==> config.mk <==
export PLATFORM = sky130hd
export DESIGN_NAME = sbqm_sensor_frontend
export DESIGN_NICKNAME = d
export VERILOG_FILES = /design/src/rtl/sbqm_sensor_frontend.sv
export SDC_FILE = /design/constraint.sdc
export NUM_CORES = 1
export LEC_CHECK = 0
export CORE_MARGIN = 4
export CORE_UTILIZATION = 64
export DETAILED_ROUTE_END_ITERATION = 10
export PLACE_DENSITY = 0.82
export SLEW_MARGIN = 15
export SYNTH_ARGS = -nofsm -noshare
export SYNTH_HDL_FRONTEND = slang
export SYNTH_SLANG_ARGS = --single-unit
==> constraint.sdc <==
create_clock -name CLK -period 3.65 [get_ports CLK]
set_clock_uncertainty 0.1 [all_clocks]
set_input_delay 0.73 -clock CLK [delete_from_list [all_inputs] [get_ports CLK]]
set_output_delay 0.73 -clock CLK [all_outputs]
set_load 0.005 [all_outputs]
==> src/rtl/sbqm_sensor_frontend.sv <==
// Sensor front end for the bank-queue manager.
// Cleans up the two active-low door photo-sensors (entry and teller exit)
// and turns them into single-cycle arrival / departure events. Each event
// is gated against the manager's full / empty flags, and each sensor is
// flagged if it stays asserted too long.
//
// Channel FSM (one per sensor):
//   state     | meaning
//   ----------+------------------------------------------------------------
//   ST_IDLE   | debounced sensor released, waiting for the next press
//   ST_ACTIVE | press accepted and event issued; timing how long it is held
//   ST_STUCK  | held for STUCK_CYCLES or longer; fault raised until release
module sbqm_sensor_frontend #(
    parameter int DEB_CYCLES   = 4,
    parameter int STUCK_CYCLES = 1000,
    parameter int CNT_W        = 10
) (
    input  logic CLK,
    input  logic RESET,
    input  logic sensor_start,
    input  logic sensor_end,
    input  logic Full_flag,
    input  logic Empty_flag,
    output logic enter_pulse,
    output logic leave_pulse,
    output logic reject_full,
    output logic reject_empty,
    output logic start_fault,
    output logic end_fault
);

    typedef enum logic [1:0] {
        ST_IDLE   = 2'd0,
        ST_ACTIVE = 2'd1,
        ST_STUCK  = 2'd2
    } ch_state_t;

    localparam logic [7:0]       DEB_LAST   = 8'(DEB_CYCLES - 1);
    localparam logic [7:0]       DCNT_ONE   = 8'd1;
    localparam logic [CNT_W-1:0] STUCK_LAST = CNT_W'(STUCK_CYCLES - 1);
    localparam logic [CNT_W-1:0] STUCK_MAX  = CNT_W'(STUCK_CYCLES);
    localparam logic [CNT_W-1:0] SCNT_ONE   = CNT_W'(1);

    // Channel 0 is the entry sensor, channel 1 the exit sensor.
    logic [1:0] raw;
    logic [1:0] sync_a;
    logic [1:0] sync_b;
    logic [1:0] ev;
    logic [1:0] fault;

    logic       pend_leave;

    assign raw = {sensor_end, sensor_start};

    // Two-flop synchroniser for both raw sensors; idles high like the sensors.
    always_ff @(posedge CLK or posedge RESET) begin
        if (RESET) begin
            sync_a <= 2'b11;
            sync_b <= 2'b11;
        end else begin
            sync_a <= raw;
            sync_b <= sync_a;
        end
    end

    for (genvar g = 0; g < 2; g++) begin : g_ch
        logic             sync_s;
        logic             deb_r;
        logic             deb_nxt;
        logic [7:0]       dcnt;
        logic             ev_r;
        logic             fault_r;
        logic [CNT_W-1:0] scnt;
        ch_state_t        state;

        assign sync_s   = sync_b[g];
        assign ev[g]    = ev_r;
        assign fault[g] = fault_r;

        // Accepted level for this cycle: flips once the synchronised input has
        // disagreed for DEB_CYCLES consecutive cycles.
        always_comb begin
            deb_nxt = deb_r;
            if ((sync_s != deb_r) && (dcnt == DEB_LAST)) begin
                deb_nxt = sync_s;
            end
        end

        // Debounce counter, accepted level, and registered press event.
        always_ff @(posedge CLK or posedge RESET) begin
            if (RESET) begin
                deb_r <= 1'b1;
                dcnt  <= '0;
                ev_r  <= 1'b0;
            end else begin
                deb_r <= deb_nxt;
                ev_r  <= deb_r & ~deb_nxt;
                if ((sync_s == deb_r) || (dcnt == DEB_LAST)) begin
                    dcnt <= '0;
                end else begin
                    dcnt <= dcnt + DCNT_ONE;
                end
            end
        end

        // Hold-time FSM. It follows the accepted level of the same edge so a
        // release clears the fault together with the debounced rise.
        always_ff @(posedge CLK or posedge RESET) begin
            if (RESET) begin
                state   <= ST_IDLE;
                scnt    <= '0;
                fault_r <= 1'b0;
            end else begin
                case (state)
                    ST_IDLE: begin
                        if (deb_r && !deb_nxt) begin
                            state <= ST_ACTIVE;
                            scnt  <= '0;
                        end
                    end
                    ST_ACTIVE: begin
                        if (deb_nxt) begin
                            state <= ST_IDLE;
                            scnt  <= '0;
                        end else if (scnt == STUCK_LAST) begin
                            state   <= ST_STUCK;
                            scnt    <= STUCK_MAX;
                            fault_r <= 1'b1;
                        end else begin
                            scnt <= scnt + SCNT_ONE;
                        end
                    end
                    ST_STUCK: begin
                        // Counter stays saturated at STUCK_MAX while stuck.
                        if (deb_nxt) begin
                            state   <= ST_IDLE;
                            scnt    <= '0;
                            fault_r <= 1'b0;
                        end
                    end
                    default: begin
                        state   <= ST_IDLE;
                        scnt    <= '0;
                        fault_r <= 1'b0;
                    end
                endcase
            end
        end
    end

    assign start_fault = fault[0];
    assign end_fault   = fault[1];

    // Arbitration and gating. Entry wins a tie; the exit is parked for one
    // cycle and gated against the empty flag seen when it is finally issued.
    always_ff @(posedge CLK or posedge RESET) begin
        if (RESET) begin
            enter_pulse  <= 1'b0;
            leave_pulse  <= 1'b0;
            reject_full  <= 1'b0;
            reject_empty <= 1'b0;
            pend_leave   <= 1'b0;
        end else begin
            enter_pulse  <= 1'b0;
            leave_pulse  <= 1'b0;
            reject_full  <= 1'b0;
            reject_empty <= 1'b0;
            pend_leave   <= 1'b0;

            if (pend_leave) begin
                leave_pulse  <= ~Empty_flag;
                reject_empty <= Empty_flag;
            end

            if (ev[0]) begin
                enter_pulse <= ~Full_flag;
                reject_full <= Full_flag;
            end

            if (ev[1]) begin
                if (ev[0] || pend_leave) begin
                    pend_leave <= 1'b1;
                end else begin
                    leave_pulse  <= ~Empty_flag;
                    reject_empty <= Empty_flag;
                end
            end
        end
    end

endmodule
# Word-level counts from Yosys, hierarchy flattened
# Cells that the tools add are included.
[word_totals]
out_inout_bits = 6
register_bits = 55
inputBits = 6
wordCells = 112
[op_classes]
addsub = 4
reduce_logical = 17
n_eq_ne = 22
bitwise_logic = 8
mux = 42
[ops]
columns = ["op", "count"]
rows = [
  ["$mux 10", 8],
  ["$pmux 10 s3", 2],
  ["$add 10x1->10 const B", 2],
  ["$eq 10x10->1 const B", 2],
  ["$mux 1", 18],
  ["$add 8x1->8 const B", 2],
  ["$eq 8x2->1 const B", 2],
  ["$mux 2", 8],
  ["$mux 8", 2],
  ["$ne 2x2->1 const B", 8],
  ["$pmux 2 s3", 2],
  ["$reduce_and 4->1", 2],
  ["$ne 3x3->1 const B", 2],
  ["$not 1->1", 6],
  ["$pmux 1 s3", 2],
  ["$reduce_and 3->1", 2],
  ["$eq 2x1->1 const B", 2],
  ["$eq 2x2->1 const B", 2],
  ["$logic_and 1x1->1", 4],
  ["$logic_not 2->1", 2],
  ["$reduce_and 2->1", 2],
  ["$logic_or 1x1->1", 3],
  ["$and 1x1->1", 2],
  ["$eq 1x1->1", 2],
  ["2 further kinds", 4],
]

# Longest topological paths before layout
[depth]
word_depth = 7
depth_mapped = 6
mapped_depth_nobuf = 5

# Worst setup path after synthesis
# No wires, ideal clock.
[synth_path]
path_type = "register to register"
from = "register g_ch[1].dcnt[0]"
to = "register g_ch[1].scnt[1]"
stages_incl_launch_ff = 6
t_arrival_ns = 1.719
setup_ns = 0.101
path_slack_ns = 1.730
t_required_ns = 3.449
synth_period_minus_slack_ns = 1.920
n_path_buf = 0
cell_sequence = "dfrtp_1 -> ha_1 -> nor3b_2 -> a2111oi_4 -> nor2_2 -> o32ai_1"
[synth_between]
elab_chain_cells = 7
elab_cells_between_ends = 10
classes_between = "eq/ne: 3; mux: 3; reduce/logical: 4"
[synth_rtl]
columns = ["element", "line_no", "source"]
rows = [
  ["start, declared", "70", "logic [7:0] dcnt;"],
  ["start signal, assigned", "101", "dcnt <= dcnt + DCNT_ONE;"],
  ["$eq 8x2->1 *", "84", "if ((sync_s != deb_r) && (dcnt == DEB_LAST)) begin"],
  ["$logic_and 1x1->1 *", "84", ""],
  ["$mux 1 *", "84", ""],
  ["$logic_not 1->1", "116", "if (deb_r && !deb_nxt) begin"],
  ["$logic_and 1x1->1", "116", ""],
  ["$ne 2x2->1 (no line)", "--", ""],
  ["$reduce_and 2->1 (no line)", "--", ""],
  ["end signal, assigned", "130", "scnt <= scnt + SCNT_ONE;"],
  ["end, declared", "73", "logic [CNT_W-1:0] scnt;"],
]
# Mark *: on every way between the ends. The rest lies on a longest branch, timed or not.
# A chain may end at the register's enable or synchronous reset.

# Worst setup path in the final report
# Ends and elaborated chain as after synthesis.

==> summary.txt <==
Clock tree
  • Cts hold-fix bufs: 0
  • Clk Latency, worst-skew pair: ~0.3 ns
  • Clock H-tree levels: 2
  • Root Driver: clkbuf_8
  • CTS Buf Count: 5
  • Clk sink count: between 50 and 60
  • Postcts setup bufs: 0
  • Clk buf depth: 2
  • Reg clk slew, reported paths: approximately 0.090 ns
  • PostCTS Resize Cnt: 0
  • CTS tree: done

Power and ir drop
  • PD cells: 534 nW/um^2
  • Peak supply drop: 401 uV
  • Combinational share of power: 0.298
  • Psw: ~0.00058 W
  • Clock share of power: 0.197
  • Lkg Pwr: approximately 1.2 nW
  • Sequential share of power: 0.505
  • Cell Int Power: ~0.0010 W
  • Switching part of the total: 0.363

STA
  • Slew @ Worst Pin: approximately 0.7 ns
  • Max Freq: 464 MHz
  • Max Slew Vio Count: 0
  • Final setup vio count: 0
  • Fin crit period: 2.16 ns
  • Final Cycle Share: 0.591
  • Unrepaired setup endpoints after global routing: no
  • Max-slew headroom: 0.526
  • Final Hold Viols: 0
  • Setup ws final: ~1.5 ns
  • Total Neg Setup Slack: 0 ns

Run
  • Maxcap violations: 0

Detailed routing
  • Drt first pass iters: 4
  • Iteration-0 DRC count of the detailed router: 135
  • Post-DRT Antenna Nets: 0
  • Routed WL per cell: about 15 um
  • Via count: 2113
  • DR DRC count: 0
  • Final WL: between 5000 and 6000 um
  • Vias per cell: between 6 and 7

Synthesis
  • Gate Count Post-Synth: around 270
  • Largest family of logic cells by synthesized area: simple AND/OR/NAND/NOR gates
  • Most common flop cell mapped by yosys: dfrtp_1
  • Synth unique cells: 46
  • Post-synth EDFFs: 0
  • #FFs+latches synth: 55
  • Post-Synthesis Cell Area: roughly 2800 sq um
  • Xor/xnor share of the synthesized area: 0.0572
  • Synth Area in Compound Gates: 0.157
  • Synth async-reset ratio: 1.00
  • Synth Area in Adders: 0.0182
  • Sequential area share after synthesis: 0.502
  • Syn Nets: between 200 and 300
  • Simple-gate area share of the yosys netlist: 0.231
  • Synthesized area per cell: a little over 10 sq um
  • Post-synthesis mux area share: 0
  • Yosys warnings: 0

Floorplan
  • Io pins: 12
  • FP Rows: 23
  • Starting Density: 0.675
  • CORE AREA: 4090 sq um
  • Die area: approximately 5400 sq um
  • Die H: roughly 74 um
  • Die W: roughly 74 um

GRT
  • Antenna violations before repair: 0
  • First-pass GRT wire length: 9380 um
  • Met2 usage: 0.337
  • Largest net degree at the start of global routing: 30
  • GR Util All Layers: 0.223
  • GR peak layer: met2
  • Met3 usage: 0.0479
  • Grt total ovfl: 0
  • Met1 usage: 0.312
  • Vias in the first global route: between 2000 and 2500

Setup path
  • Crit path capture type: register
  • Worst EP required: 3.75 ns
  • Crit path max fanout: 9
  • Setup crit end: g_ch[1].scnt[1]
  • R2R Path End: g_ch[1].scnt[1]
  • Flop-to-flop setup slack: 1.49 ns
  • Crit path arrival time: between 2 and 2.5 ns
  • R2R depth: 5
  • Startpoint types: register
  • Reg2reg start: g_ch[1].dcnt[0]
  • Crit path from: g_ch[1].dcnt[0]
  • Kind of critical path: register to register

Placed design
  • Port Buffers: 11
  • GP Congestion: a little under 0.9
  • Post-Place Setup Slack: 1.54 ns
  • Hpwl dp: approximately 3700 um

Cells and area
  • # diodes: 0
  • Area grow syn2layout: 8.90%
  • Share of cells above drive strength 1: 0.0793
  • Layout Nets: 299
  • # fillers: a little under 300

Hold path
  • Hold Crit Class: register to register

Status
  • Status: finished clean
-- worst min path at each step --
| stage | depth (start not counted) | startpoint | to |
|---|---|---|---|
| floorplan | 0 | sync_a[0] | sync_b[0] |
| global placement | 0 | sync_a[1] | sync_b[1] |
| detailed placement | 0 | sync_a[0] | sync_b[0] |
| CTS | 0 | sync_a[0] | sync_b[0] |
| global route | 0 | sync_a[0] | sync_b[0] |
| finish | 0 | sync_a[1] | sync_b[1] |
-- kinds of logic after synthesis --
kind of cell               Yosys count
AOI/OAI and AO/OA                   57
xor gates and xnor gates            18
adders and majority gates            4
buffers and inverters               25
DFF                                 55
and+or+nand+nor                    114
-- cells in the final DEF (no fill, tap or decap), types with 9 or more instances in the layout --
cell,n
nor2_1,24
dfrtp_1,49
xnor2_1,9
xor2_1,9
o21ai_0,15
nor3_1,11
nand2_1,19
inv_1,21
nand3_1,16
o221ai_1,9
clkdlybuf4s50_1,11
-- cells in the mapped netlist, types with 2 or more instances --
master / n / area (sq um)
o32ai_1: 5 / 43.8
nor4_1: 3 / 18.8
a21oi_1: 2 / 10.0
nor3b_1: 5 / 37.5
nand3_1: 16 / 80.1
inv_1: 22 / 82.6
clkbuf_1: 2 / 7.51
o31ai_1: 2 / 15.0
dfrtp_1: 49 / 1230
a41oi_1: 3 / 26.3
o21ai_0: 15 / 75.1
o221ai_1: 9 / 78.8
xnor2_1: 9 / 78.8
o2bb2ai_1: 4 / 35.0
and3_1: 7 / 43.8
xor2_1: 9 / 78.8
nand2_1: 19 / 71.3
ha_1: 4 / 50.1
nand4b_1: 2 / 17.5
o211ai_1: 2 / 15.0
and2_1: 2 / 12.5
o22ai_1: 7 / 43.8
nor3_1: 11 / 55.1
nand2b_1: 4 / 25.0
o31a_1: 3 / 26.3
nor2b_1: 2 / 12.5
dfstp_2: 6 / 158
nand4_1: 7 / 43.8
nor2_2: 2 / 12.5
nor2_1: 24 / 90.1
-- sequential cells by signal, summed over array words and instances, names as in the netlist --
register	count
g_ch.deb_r	2
pend_leave	1
reject_full	1
reject_empty	1
end_fault	1
enter_pulse	1
g_ch.dcnt	16
start_fault	1
sync_a	2
leave_pulse	1
g_ch.scnt	20
g_ch.state	4
sync_b	2
g_ch.ev_r	2
-- cell type report --
class / instances / area, sq um / share of cell area
Multi-Input combinational cell: 193 / 1270 / 0.425
Sequential cell: 55 / 1380 / 0.461
Clock buffer: 8 / 80.1 / 0.0267
Inverter: 22 / 82.6 / 0.0275
Timing Repair Buffer: 12 / 118 / 0.0392
Tap cell: 50 / 62.6 / 0.0208
-- power by group through the flow --
stage          logic, W  clock network, W  registers, W
5_1_grt        0.000544          0.000348      0.000829
4_1_cts        0.000480          0.000327      0.000809
3_3_place_gp   0.000459                 0      0.000815
3_5_place_dp   0.000472                 0      0.000821
6_report       0.000478          0.000316      0.000809
2_1_floorplan  0.000380                 0      0.000788
-- metal layers --
layer	routed length, um	vias up	part of all wire
met1	2380	1023	0.46
met4	91	0	0.018
met5	0	-	0
li1	-	1029	-
met3	281	10	0.055
met2	2360	51	0.46
-- stage by stage --
stage	utilization	instances	instance area, sq um	power [W]	hold slack [ns]
after floorplan	-	273	2760	0.00117	0.245
after global placement	0.715	332	2920	0.00127	0.246
after detailed placement	0.715	332	2920	0.00129	0.247
after CTS	0.735	340	3000	0.00162	0.260
after global routing	0.735	340	3000	0.00172	0.265
final	0.735	340	3000	0.00160	0.259
-- critical path: stages, from the launching register on --
cell and delay (ns):
dfrtp_1 0.42, ha_1 0.26, nor3b_2 0.21, a2111oi_4 0.56, nor2_2 0.20, o32ai_1 0.31
Power figures use the tool's default switching activity.
==> variant 1, RTL diff (same settings) <==
`CNT_W`: 10 -> 14.
--- a/src/rtl/sbqm_sensor_frontend.sv
+++ b/src/rtl/sbqm_sensor_frontend.sv
@@ -13,7 +13,7 @@
 module sbqm_sensor_frontend #(
     parameter int DEB_CYCLES   = 4,
     parameter int STUCK_CYCLES = 1000,
-    parameter int CNT_W        = 10
+    parameter int CNT_W        = 14
 ) (
     input  logic CLK,
     input  logic RESET,
Behaviour: no difference found for any inputs over 10 cycles, from zero or initial values and one cycle with RESET high; that may be too few to reach the edited logic, so the function may still have changed.
==> variant 1 against the unedited design <==
- count of clock-buffer cells in the layout rose by 3
- setup slack worse by 520 ps
- synthesized area up 12%
- total power is 33% higher
- sequential cell count grew 8
- wire length increased by 18%
- final area is 16% higher
- highest routed layer unchanged
==> variant 1: results (changes against the unedited design) <==
[placement]
place_worst_setup_slack_ps = 1040  ; -496 ps
place_hpwl_mm = 4.01  ; +8.4%
postPlaceCellArea_mm2 = 0.00327  ; +12%
gp_congestion = 0.845  ; -3.4%
io_buffer_count = 11  ; unchanged

[outcome]
outcome = completed

[sta]
worst_pin_slew_ps = 947  ; +242 ps
fmax_mhz = 374  ; -19%

[grt]
met1_usage_pct = 29.7  ; -1.5 points
grt_util_met3_pct = 4.52  ; -0.26 points
use_met2_pct = 35.1  ; +1.5 points
gr-usage-all-layers_pct = 22.4  ; +0.15 points
grt_first_pass_wirelength_mm = 10.7  ; +14%
grt_max_degree = 31  ; +3.3%

[worst_setup_path]
critical_path.max_fanout = 12  ; +3
r2r_slack_ps = 980  ; -520 ps
crit_family = compound AO/OA/AOI/OAI gates
cp_slowest_cell = a21oi_1
slowest_delay_ps = 770  ; +210 ps
reg2reg_from = g_ch[0].dcnt[0]
r2r_cells = 6  ; +1
cp.arrival_ps = 2840  ; +590 ps
r2r_end = g_ch[0].scnt[5]

[cts]
htreeDepth = 3  ; +1
cts.reportedPaths.clkPinSlew_ps = 70  ; -20 ps
cts_resized = 0  ; unchanged
clk_latency_ps = 340  ; +40 ps
cts_buffers = 9  ; +4

[synth]
ys_top_cells_by_count = dfrtp_1, nand3_1, nor2_1
synth_xor_area_share_pct = 3.96  ; -1.8 points
yosysWarnings = 0  ; unchanged
yosys-top-cells-area = dfrtp_1, dfstp_2, nand3_1
ys_types = 52  ; +13%
synth_compound_area_share_pct = 15.0  ; -0.62 points
synthMuxAreaShare_pct = 1.37  ; +1.4 points
syn_nets = 326  ; +15%
seq_area_frac_synth_pct = 51.2  ; +0.97 points
synthAdderAreaFrac_pct = 2.43  ; +0.61 points
async_flop_share_pct = 100  ; unchanged

[routing]
vias = 2420  ; +15%
drt_pre_antenna_iters = 4  ; unchanged
drt_iter0_drc = 144  ; +6.7%
wl_per_cell_um = 15.3  ; +1.8%

[hold_path]
min_from = sync_a[1]
hold_depth = 0  ; unchanged

[power]
p_leak_nw = 1.54  ; +29%
vdd_ir_drop_max_v = 0.000378  ; -5.8%

[finish]
reg_top3 = g_ch.scnt x28, g_ch.dcnt x16, g_ch.state x4
drive_gt1_share_pct = 10.0  ; +2.1 points
nets = 346  ; +16%
nFillCells = 345  ; +18%

[run]
drv_cap = 0  ; unchanged

[variant 1: cell types whose count changed after synthesis, moves of 4 or more]
cell / unedited run / this run
nand2b_1: 4 / 0
dfrtp_1: 49 / 57
o221ai_1: 9 / 0
a21o_1: 1 / 7
nor3_1: 11 / 6
o21ai_0: 15 / 19
a21oi_1: 2 / 21
o32ai_1: 5 / 0
o22ai_1: 7 / 2
nand3_1: 16 / 27
or3_1: 1 / 9
a31oi_1: 0 / 7
xnor2_1: 9 / 2
[variant 1: cell families (layout without fill, tap and decap cells)]
family	Yosys count	in the layout
AO/OA/AOI/OAI	75	75
XOR/XNOR	14	14
adder cells (fa/ha/maj)	6	6
buffers and inverters	23	48
flip-flops	63	63
multiplexers	4	4
AND/OR/NAND/NOR	129	129
[variant 1: worst max-delay path by stage]
stage                          from  depth (start not counted)              end
global placement    g_ch[0].dcnt[0]                          6  g_ch[0].scnt[5]
global route        g_ch[0].dcnt[0]                          6  g_ch[0].scnt[5]
detailed placement  g_ch[0].dcnt[0]                          6  g_ch[0].scnt[5]
CTS                 g_ch[0].dcnt[0]                          6  g_ch[0].scnt[5]
floorplan                     RESET                          1        end_fault
finish              g_ch[0].dcnt[0]                          6  g_ch[0].scnt[5]
[variant 1: cell type report]
type                            instances  area share (%)
Inverter                               19            2.05
Clock inverter                          5            1.62
Clock buffer                           11            4.35
Tap cell                               54            1.94
Timing Repair Buffer                   13            3.59
Sequential cell                        63            45.5
Multi-Input combinational cell        228            40.9
[variant 1: metal layers]
metal | share of wire [%] | vias to the layer above | wire length [µm]
li1 | - | 1176 | -
met1 | 49 | 1183 | 2920
met2 | 46 | 51 | 2790
met3 | 3.2 | 10 | 194
met4 | 1.8 | 0 | 111
met5 | 0 | - | 0
[variant 1: power breakdown]
| group | internal (mW) | switching, mW | leakage (nW) | total [mW] |
|---|---|---|---|---|
| Sequential | 0.793 | 0.116 | 0.843 | 0.909 |
| Combinational | 0.231 | 0.368 | 0.589 | 0.599 |
| Clock | 0.351 | 0.274 | 0.105 | 0.625 |
[variant 1: metrics by stage]
| stage | hold WS (ps) | instances | utilization [%] | power, mW |
|---|---|---|---|---|
| finish | 264 | 393 | 74.2 | 2.13 |
| floorplan | 245 | 314 | - | 1.36 |
| detailed placement | 255 | 377 | 69.8 | 1.51 |
| CTS | 265 | 393 | 74.2 | 2.13 |
| global route | 268 | 393 | 74.2 | 2.27 |
| global placement | 256 | 377 | 69.8 | 1.49 |
==> variant 2, RTL diff (same flow settings) <==
Without the edit above. Encoding of `ch_state_t`: now one-hot (3 bits for 3 states).
--- a/src/rtl/sbqm_sensor_frontend.sv
+++ b/src/rtl/sbqm_sensor_frontend.sv
@@ -29,10 +29,10 @@
     output logic end_fault
 );
 
-    typedef enum logic [1:0] {
-        ST_IDLE   = 2'd0,
-        ST_ACTIVE = 2'd1,
-        ST_STUCK  = 2'd2
+    typedef enum logic [2:0] {
+        ST_IDLE   = 3'b001,
+        ST_ACTIVE = 3'b010,
+        ST_STUCK  = 3'b100
     } ch_state_t;
 
     localparam logic [7:0]       DEB_LAST   = 8'(DEB_CYCLES - 1);
Check against the original RTL: no difference found for any inputs over 10 cycles, from zero or initial values and one cycle with RESET high; not proved beyond that.
==> variant 2 against the unedited design <==
- combinational power down 37%
- wire length up 3.5%
- setup slack worse by 790 ps
- maximum frequency down 27%
- synthesized area up 2.7%
- core utilization up 3.5 points
- sequential cell count up 2
- total power up 3.2%
- final area up 6.2%
- critical path type unchanged
- critical endpoint is now g_ch[1].scnt[6]
- largest cell class unchanged
==> variant 2: results (changes against the unedited design) <==
[outcome]
outcome = completed

[synth]
syn_nets = 273  ; -3.5%
yosysWarnings = 0  ; unchanged
ys_types = 51  ; +11%
yosys-top-cells-area = dfrtp_1, dfstp_2, and3_1
synth_edf_count = 0  ; unchanged
seq_area_frac_synth_pct = 50.7  ; +0.52 points
ys_top_cells_by_count = dfrtp_1, nor2_1, and3_1, nand3_1, nand2_1

[grt]
grt_first_pass_wirelength_mm = 9.08  ; -3.2%
antenna_found_initial = 0  ; unchanged
grt_pass1_vias = 1952  ; -5.2%
grt_max_degree = 25  ; -17%
gr-usage-all-layers_pct = 21.9  ; -0.35 points

[cts]
cts.reportedPaths.clkPinSlew_ps = 70  ; -20 ps
cts_buffers = 9  ; +4
clk_latency_ps = 330  ; +30 ps
cts_buffer_depth = 2  ; unchanged
cts_root_buffer = clkbuf_8
htreeDepth = 3  ; +1

[routing]
drt_iter0_drc = 160  ; +19%
dr_wl_met3_um = 201  ; -28%
viasPerCell = 6.15  ; -0.96%
drt_pre_antenna_iters = 4  ; unchanged
drt-met1-wl_mm = 2.62  ; +10%
wl_met2_mm = 2.36  ; unchanged
drt-total-wl_mm = 5.29  ; +3.5%

[power]
p_leak_nw = 1.45  ; +22%
vdd_ir_drop_max_v = 0.000291  ; -27%

[hold_path]
min_from = sync_a[1]
holdPathEnd = sync_b[1]

[finish]
drive_gt1_share_pct = 12.6  ; +4.7 points
reg_top3 = g_ch.scnt x20, g_ch.dcnt x16, g_ch.state x6
insertedDiodeCount = 0  ; unchanged
nets = 291  ; -2.7%
nFillCells = 290  ; -0.68%

[placement]
gp_congestion = 0.803  ; -8.3%
place_hpwl_mm = 3.45  ; -6.7%
postPlaceCellArea_mm2 = 0.00299  ; +2.3%
io_buffer_count = 11  ; unchanged
place_worst_setup_slack_ps = 760  ; -780 ps

[worst_setup_path]
reg2reg_from = g_ch[1].dcnt[0]
r2r_end = g_ch[1].scnt[6]
r2r_slack_ps = 700  ; -790 ps
r2r_cells = 6  ; +1
critical_path.max_fanout = 18  ; +9

[sta]
relSlewSlack_pct = 39.7  ; -13 points

## variant 2: per-stage QoR
stage	util, %	instances	hold WS, ps
global route	76.9	336	254
global placement	72.1	320	247
detailed placement	72.1	320	249
CTS	76.9	336	251
floorplan	-	263	245
finish	76.9	336	248
## variant 2: cell type report
class	instances	share of cell area, %
clock buffer	13	4.98
clock inverter	3	1.26
inverter	3	0.353
multi-input combinational	195	42.0
sequential	57	45.1
tap	50	1.96
timing repair buffer	15	4.40
## variant 2: metal layers
metal	up-vias	global-route usage, %
li1	1015	-
met1	999	30.1
met4	0	10.9
met2	44	32.2
met5	-	0
met3	10	5.95
## variant 2: worst max path at each step
stage	slack [ps]	depth (start not counted)	endpoint
2_1_floorplan	1260	6	g_ch[1].scnt[2]
3_3_place_gp	830	6	g_ch[1].scnt[6]
3_5_place_dp	760	6	g_ch[1].scnt[7]
4_1_cts	700	6	g_ch[1].scnt[6]
5_1_grt	560	6	g_ch[1].scnt[6]
6_report	700	6	g_ch[1].scnt[6]
## variant 2: logic make-up after synthesis
family,share of synthesized area (%)
buf+inv,1.99
mux,1.15
simple gates,22.1
fa+ha+maj,1.77
flops,50.7
xor+xnor,6.80
compound gates,15.5
## variant 2: critical path: stages (launching register included)
cell       delay, ps
dfrtp_1          380
ha_1             250
or4b_4           510
o41a_1           400
a2111oi_4        850
and3_1           280
a221o_1          110
## variant 2: report_power, final
group / leakage [nW] / internal [mW] / switching (mW) / total, mW
Combinational: 0.588 / 0.121 / 0.179 / 0.301
Sequential: 0.763 / 0.694 / 0.0691 / 0.763
Clock: 0.103 / 0.351 / 0.241 / 0.592
Total: 1.45 / 1.17 / 0.490 / 1.65
